`src/rtl/krnl_acc_axi_ctrl_master.sv`:
```
// AXI4-Lite control master: programs the kernel config registers,
// starts the kernel, polls CTRL for ap_done and issues ap_continue.
//
// Ports:
//   ACLK, ARESETn        clock, async active-low reset
//   cmd_*                job request (valid/ready) and config values
//   busy                 high whenever a job is in progress
//   job_done, job_err    one-cycle completion pulse, error flag
//   M_AW*/M_W*/M_B*      AXI-Lite write channels to the kernel slave
//   M_AR*/M_R*           AXI-Lite read channels to the kernel slave

module krnl_acc_axi_ctrl_master #(
  parameter int ADDR_WIDTH    = 12,
  parameter int POLL_INTERVAL = 16
) (
  input  logic                  ACLK,
  input  logic                  ARESETn,

  input  logic                  cmd_valid,
  output logic                  cmd_ready,
  input  logic [31:0]           cmd_ci,
  input  logic [31:0]           cmd_co,
  input  logic [31:0]           cmd_ifm_size,
  input  logic [31:0]           cmd_wgt_size,
  input  logic [63:0]           cmd_ifm_addr,
  input  logic [63:0]           cmd_wgt_addr,
  input  logic [63:0]           cmd_ofm_addr,

  output logic                  busy,
  output logic                  job_done,
  output logic                  job_err,

  output logic [ADDR_WIDTH-1:0] M_AWADDR,
  output logic                  M_AWVALID,
  input  logic                  M_AWREADY,
  output logic [31:0]           M_WDATA,
  output logic [3:0]            M_WSTRB,
  output logic                  M_WVALID,
  input  logic                  M_WREADY,
  input  logic [1:0]            M_BRESP,
  input  logic                  M_BVALID,
  output logic                  M_BREADY,
  output logic [ADDR_WIDTH-1:0] M_ARADDR,
  output logic                  M_ARVALID,
  input  logic                  M_ARREADY,
  input  logic [31:0]           M_RDATA,
  input  logic [1:0]            M_RRESP,
  input  logic                  M_RVALID,
  output logic                  M_RREADY
);

  localparam int CW =
    (POLL_INTERVAL > 1) ? $clog2(POLL_INTERVAL) : 1;
  localparam logic [CW-1:0] CNT_LAST = CW'(POLL_INTERVAL - 1);

  localparam logic [3:0] IDX_START = 4'd10;
  localparam logic [3:0] IDX_CONT  = 4'd11;

  typedef enum logic [2:0] {
    S_IDLE,
    S_WR,
    S_WRESP,
    S_POLL,
    S_RADDR,
    S_RDATA,
    S_DONE
  } state_e;

  state_e        state_q, state_d;
  logic [3:0]    idx_q, idx_d;
  logic [CW-1:0] cnt_q, cnt_d;
  logic          err_q, err_d;
  logic          awv_q, awv_d;
  logic          wv_q, wv_d;

  logic [31:0]   ci_q, ci_d;
  logic [31:0]   co_q, co_d;
  logic [31:0]   isz_q, isz_d;
  logic [31:0]   wsz_q, wsz_d;
  logic [63:0]   ifm_q, ifm_d;
  logic [63:0]   wgt_q, wgt_d;
  logic [63:0]   ofm_q, ofm_d;

  logic [11:0]   tbl_addr;
  logic [31:0]   tbl_data;

  logic          unused_rdata;
  assign unused_rdata = ^{M_RDATA[31:2], M_RDATA[0]};

  always_ff @(posedge ACLK or negedge ARESETn) begin
    if (!ARESETn) begin
      state_q <= S_IDLE;
      idx_q   <= '0;
      cnt_q   <= '0;
      err_q   <= 1'b0;
      awv_q   <= 1'b0;
      wv_q    <= 1'b0;
      ci_q    <= '0;
      co_q    <= '0;
      isz_q   <= '0;
      wsz_q   <= '0;
      ifm_q   <= '0;
      wgt_q   <= '0;
      ofm_q   <= '0;
    end else begin
      state_q <= state_d;
      idx_q   <= idx_d;
      cnt_q   <= cnt_d;
      err_q   <= err_d;
      awv_q   <= awv_d;
      wv_q    <= wv_d;
      ci_q    <= ci_d;
      co_q    <= co_d;
      isz_q   <= isz_d;
      wsz_q   <= wsz_d;
      ifm_q   <= ifm_d;
      wgt_q   <= wgt_d;
      ofm_q   <= ofm_d;
    end
  end

  // Register table; index only moves in WRESP/RDATA, so the
  // selected address/data are stable for the whole WR phase.
  always_comb begin
    tbl_addr = 12'h000;
    tbl_data = 32'h0;
    unique case (idx_q)
      4'd0: begin
        tbl_addr = 12'h010;
        tbl_data = ci_q;
      end
      4'd1: begin
        tbl_addr = 12'h014;
        tbl_data = co_q;
      end
      4'd2: begin
        tbl_addr = 12'h018;
        tbl_data = isz_q;
      end
      4'd3: begin
        tbl_addr = 12'h01C;
        tbl_data = wsz_q;
      end
      4'd4: begin
        tbl_addr = 12'h020;
        tbl_data = ifm_q[31:0];
      end
      4'd5: begin
        tbl_addr = 12'h024;
        tbl_data = ifm_q[63:32];
      end
      4'd6: begin
        tbl_addr = 12'h028;
        tbl_data = wgt_q[31:0];
      end
      4'd7: begin
        tbl_addr = 12'h02C;
        tbl_data = wgt_q[63:32];
      end
      4'd8: begin
        tbl_addr = 12'h030;
        tbl_data = ofm_q[31:0];
      end
      4'd9: begin
        tbl_addr = 12'h034;
        tbl_data = ofm_q[63:32];
      end
      4'd10: tbl_data = 32'h0000_0001;
      4'd11: tbl_data = 32'h0000_0010;
      default: begin
        tbl_addr = 12'h000;
        tbl_data = 32'h0;
      end
    endcase
  end

  always_comb begin
    state_d = state_q;
    idx_d   = idx_q;
    cnt_d   = cnt_q;
    err_d   = err_q;
    awv_d   = awv_q;
    wv_d    = wv_q;
    ci_d    = ci_q;
    co_d    = co_q;
    isz_d   = isz_q;
    wsz_d   = wsz_q;
    ifm_d   = ifm_q;
    wgt_d   = wgt_q;
    ofm_d   = ofm_q;

    unique case (state_q)
      S_IDLE: begin
        if (cmd_valid) begin
          ci_d    = cmd_ci;
          co_d    = cmd_co;
          isz_d   = cmd_ifm_size;
          wsz_d   = cmd_wgt_size;
          ifm_d   = cmd_ifm_addr;
          wgt_d   = cmd_wgt_addr;
          ofm_d   = cmd_ofm_addr;
          err_d   = 1'b0;
          idx_d   = '0;
          awv_d   = 1'b1;
          wv_d    = 1'b1;
          state_d = S_WR;
        end
      end

      // AW and W retire independently, in any order.
      S_WR: begin
        if (awv_q && M_AWREADY) awv_d = 1'b0;
        if (wv_q && M_WREADY)   wv_d  = 1'b0;
        if (!awv_d && !wv_d)    state_d = S_WRESP;
      end

      S_WRESP: begin
        if (M_BVALID) begin
          err_d = err_q | (M_BRESP != 2'b00);
          if (idx_q == IDX_CONT) begin
            state_d = S_DONE;
          end else if (idx_q == IDX_START) begin
            cnt_d   = '0;
            state_d = S_POLL;
          end else begin
            idx_d   = idx_q + 4'd1;
            awv_d   = 1'b1;
            wv_d    = 1'b1;
            state_d = S_WR;
          end
        end
      end

      S_POLL: begin
        if (cnt_q == CNT_LAST) begin
          state_d = S_RADDR;
        end else begin
          cnt_d = cnt_q + 1'b1;
        end
      end

      S_RADDR: begin
        if (M_ARREADY) state_d = S_RDATA;
      end

      // RDATA[1] is ap_done in the kernel CTRL register.
      S_RDATA: begin
        if (M_RVALID) begin
          err_d = err_q | (M_RRESP != 2'b00);
          if (M_RDATA[1]) begin
            idx_d   = IDX_CONT;
            awv_d   = 1'b1;
            wv_d    = 1'b1;
            state_d = S_WR;
          end else begin
            cnt_d   = '0;
            state_d = S_POLL;
          end
        end
      end

      S_DONE: state_d = S_IDLE;

      default: state_d = S_IDLE;
    endcase
  end

  // Held low while reset is asserted, even though the state is IDLE.
  assign cmd_ready = (state_q == S_IDLE) & ARESETn;
  assign busy      = (state_q != S_IDLE);
  assign job_done  = (state_q == S_DONE);
  assign job_err   = (state_q == S_DONE) & err_q;

  assign M_AWVALID = awv_q;
  assign M_AWADDR  = awv_q ? ADDR_WIDTH'(tbl_addr) : '0;
  assign M_WVALID  = wv_q;
  assign M_WDATA   = wv_q ? tbl_data : '0;
  assign M_WSTRB   = 4'hF;
  assign M_BREADY  = (state_q == S_WRESP);
  assign M_ARVALID = (state_q == S_RADDR);
  assign M_ARADDR  = '0;
  assign M_RREADY  = (state_q == S_RDATA);

endmodule

```
`config.mk`:
```
export PLATFORM = sky130hd
export DESIGN_NAME = krnl_acc_axi_ctrl_master
export DESIGN_NICKNAME = d
export VERILOG_FILES = /design/src/rtl/krnl_acc_axi_ctrl_master.sv
export SDC_FILE = /design/constraint.sdc
export NUM_CORES = 1
export LEC_CHECK = 0
export BUFFER_PORTS_ARGS = -buffer_cell sky130_fd_sc_hd__buf_2
export CAP_MARGIN = 20
export CORE_MARGIN = 8
export CORE_UTILIZATION = 52
export DETAILED_ROUTE_END_ITERATION = 7
export PLACE_DENSITY = 0.84
export SYNTH_ARGS = -nofsm -noshare
export SYNTH_HDL_FRONTEND = slang
export SYNTH_SLANG_ARGS = --single-unit
```
`constraint.sdc`:
```
create_clock -name ACLK -period 2.5 [get_ports ACLK]
set_input_delay 0.375 -clock ACLK [delete_from_list [all_inputs] [get_ports ACLK]]
set_output_delay 0.375 -clock ACLK [all_outputs]
set_load 0.005 [all_outputs]
```
==> results.md <==
- Outcome: finished with violations
- Violated checks: negative setup slack
- Final worst slack: -0.388 ns
- Tightest Hold Check Type: in2reg
- Power per cell area: 1300 nW/um^2
- Largest net degree at the start of global routing: 122
- Post-DP HPWL: 33,400 um
- CP required: 2.12 ns
- Worst setup endpoint: M_WDATA[17]
- GRT Overall Usage: 0.264
- WL met1: 18,300 um
- Initial DRC count: 733
- Ratio of cells with drive above 1 in the final layout: 0.598
- Tcrit/Tclk final: 1.16
- Max stage delay on crit path: 0.43 ns
- Worst reg-to-reg path cell count: 5
- Crit-path cells: inv_2 -> ha_4 -> and3b_2 -> buf_12 -> a22o_1 -> a221oi_2 -> a31oi_1 -> buf_4 -> buf_2
- Complex-gate fraction of the synthesized area: 0.125
- Syn Area/Cell: about 14 sq um
- Highest metal used: met5
- Post-Synth Adder-Cell Area: 0.00414
- Cts bufs inserted: 36
- WL per Instance: 25.0 um
- H-tree depth: 2
- Pleak: 0.00886 uW
- RSZ-0062 raised after global routing: yes
- Vias: around 12,000
- Asr flop ratio synth: 1.00
- Row count: 62
- Max Freq: ~350 MHz
- Setup WS pre-CTS: -0.0638 ns
- Final Cell Area: 19,700 sq um
- Top FF cell, synth: dfrtp_1
- Critical path class: reg2out
- Flops & latches, synth: 334
- Final Skew: between 0.01 and 0.015 ns
- Worst R2R Setup Slack: about 0.33 ns
- Setup violations, final: 32
- # Max-Cap Violations: 0
- Simple-Gate Fraction of Synth Area: 0.0289
- Seq/Total Area, Yosys: 0.553
- Die height: 186 um
- DP Area: 17,700 sq um
- Fin util: 0.690
- Crit-path slowest cell: dfrtp_1
- Fillers: ~1,900
- Met2 wire length: 24,200 um
- CORE AREA: 28,600 sq um
- DRT Pass-1 Iters: 6
- Number of port buffers: 377
- Post-layout nets: about 1,900
- R2R Path End: idx_q[1]
- WL final: 48,300 um
- Residual DRC: 0
- Fin. Hold Viols: 0
- Max-slew headroom: 0.575
- Largest family of logic cells by synthesized area: multiplexers
- GP Congestion: 0.882
- DR WL met3: between 4000 and 5000 um
- Mapped Cells: 1,096
- Critical path capture point type: output port
- Routed Antenna Nets: 0
- Cell variety after synth: 54
- Ys Warns: 0
- First-pass GRT wire length: roughly 73,000 um
- Worst hold margin: 0.0587 ns
- Die area: between 30,000 and 40,000 sq um
- Clock Pin Slew Worst Setup and Hold Paths: 0.06 ns
- Clock tree buffer depth: 3
- Sink Count: 334
- Mux cell area share after synthesis: 0.241
- Clk root buf: clkbuf_16
- Initial Util: 0.528
- Biggest area consumer among synthesized cells: dfrtp_1
- Number of antenna violations at the first check in global routing: 17
- Worst Tran Pin Value: about 0.64 ns
- Startpoint type of the worst setup path: flip-flop
- EDFF count, synth: 0
- P&R area growth vs syn: 30.7%
- Most frequent cells in the layout: 376 x buf_2, 332 x dfrtp_1, 321 x mux2_2
- Post-Synth XOR/XNOR Area: 0
- Gr ovfl total: 0
- Total chip power: 25,600 uW
- Crit path time final: 2.89 ns
- Vias/cell: 5.96
- Mapped Area: 15,100 sq um
- Synth top area share: 0.553
- Synth area leaders: dfrtp_1 55%, mux2_2 24%, a22o_1 3.6%
- IO Pins: 433
- Worst VDD drop: 0.858 mV
- Critical path origin: idx_q[0]
- Critical Path AT: 2.51 ns
- Worst-Skew Late Latency: 0.51 ns
- Commonest non-fill, non-tap cell in the layout: buf_2
- Number of global-route vias before repair: 12,600
- Slew Viols, Final: 0
- Critical Path Fanout Max: 16
- Critical R2R Launch: state_q[2]
- CTS tree: done
- Die Width: ~190 um
-- Yosys cell counts (all sizes together), types with 2 or more instances --
library cell and count:
nor3b 6, a221o 2, buf 86, a211oi 2, o2bb2ai 2, inv 10, and2 6, o211ai 3
nand2b 5, conb 2, mux2i 3, nor2b 6, a222oi 2, nor2 19, clkbuf 24, nand3 6
o21a 3, o21ai 6, ha 5, dfrtp 334, nand4 2, mux2 321, a31oi 34, and3b 7
and3 3, a21oi 7, o31ai 2, a21o 2, a22o 62, a221oi 62, a22oi 32, and2b 2
nor3 4, a21boi 2, nand2 6, o22ai 3, a2bb2oi 3
-- critical path, delay by kind of cell, from the launching register on --
kind	cells	cell delay, ns
AOI/OAI and AO/OA	3	0.57
buffers and inverters	4	0.56
DFF	1	0.43
and+or+nand+nor	1	0.26
adders and majority gates	1	0.18
-- area by class of cell --
cell class | count | area, sq um | share of cell area
clock buffer | 47 | 1010 | 0.0513
tap | 384 | 480 | 0.0243
antenna | 11 | 27.5 | 0.00139
inverter | 10 | 37.5 | 0.00190
sequential | 334 | 8360 | 0.423
multi-input combinational | 664 | 6600 | 0.334
timing repair buffer | 466 | 3030 | 0.153
clock inverter | 16 | 205 | 0.0104
-- metal layers --
metal / GRT usage / up-vias
li1: - / 4955
met3: 0.0787 / 116
met4: 0.109 / 12
met1: 0.315 / 5848
met5: 0 / -
met2: 0.442 / 576
-- cell families after synthesis --
family / after synthesis
buf+inv: 120
other cells: 2
flops: 334
mux: 324
compound gates: 236
simple gates: 75
fa+ha+maj: 5
-- worst min-delay path by stage --
stage	start	end	cells past startpoint
after floorplan	ARESETn	M_AWVALID	0
after CTS	M_WREADY	M_WVALID	2
after global placement	ARESETn	wgt_q[4]	1
final	M_WREADY	M_WVALID	2
after global routing	M_AWREADY	M_AWVALID	2
after detailed placement	ARESETn	wgt_q[4]	1
-- registers in the layout, summed over array words and instances (netlist names) --
register	cells
ifm_q	64
ofm_q	64
wgt_q	64
ci_q	32
co_q	32
isz_q	32
wsz_q	32
cnt_q	4
idx_q	4
state_q	3
M_AWVALID	1
M_WVALID	1
err_q	1
-- stage by stage --
stage / setup TNS (ns) / cells
6_report: -9.17 / 1932
5_1_grt: -11.98 / 1932
4_1_cts: -9.09 / 1912
3_3_place_gp: 0 / 1829
3_5_place_dp: -0.0638 / 1829
2_1_floorplan: 0 / 1118
-- power by group --
group / internal, uW / switching [uW] / total [uW]
Clock: 3280 / 2160 / 5440
Combinational: 5630 / 4530 / 10200
Sequential: 8190 / 1850 / 10000
-- what timing repair did --
item | in CTS | in global routing
cloned | 2 | 1
setup buffers | 17 | 8
endpoints found under the setup margin | 33 | 34
hold buffers | 1 | 0
hold endpoints to repair | 47 | 0
gates resized for setup | 51 | 30
pin swaps | 18 | 15
No activity file was read; power rests on OpenSTA's default activity.
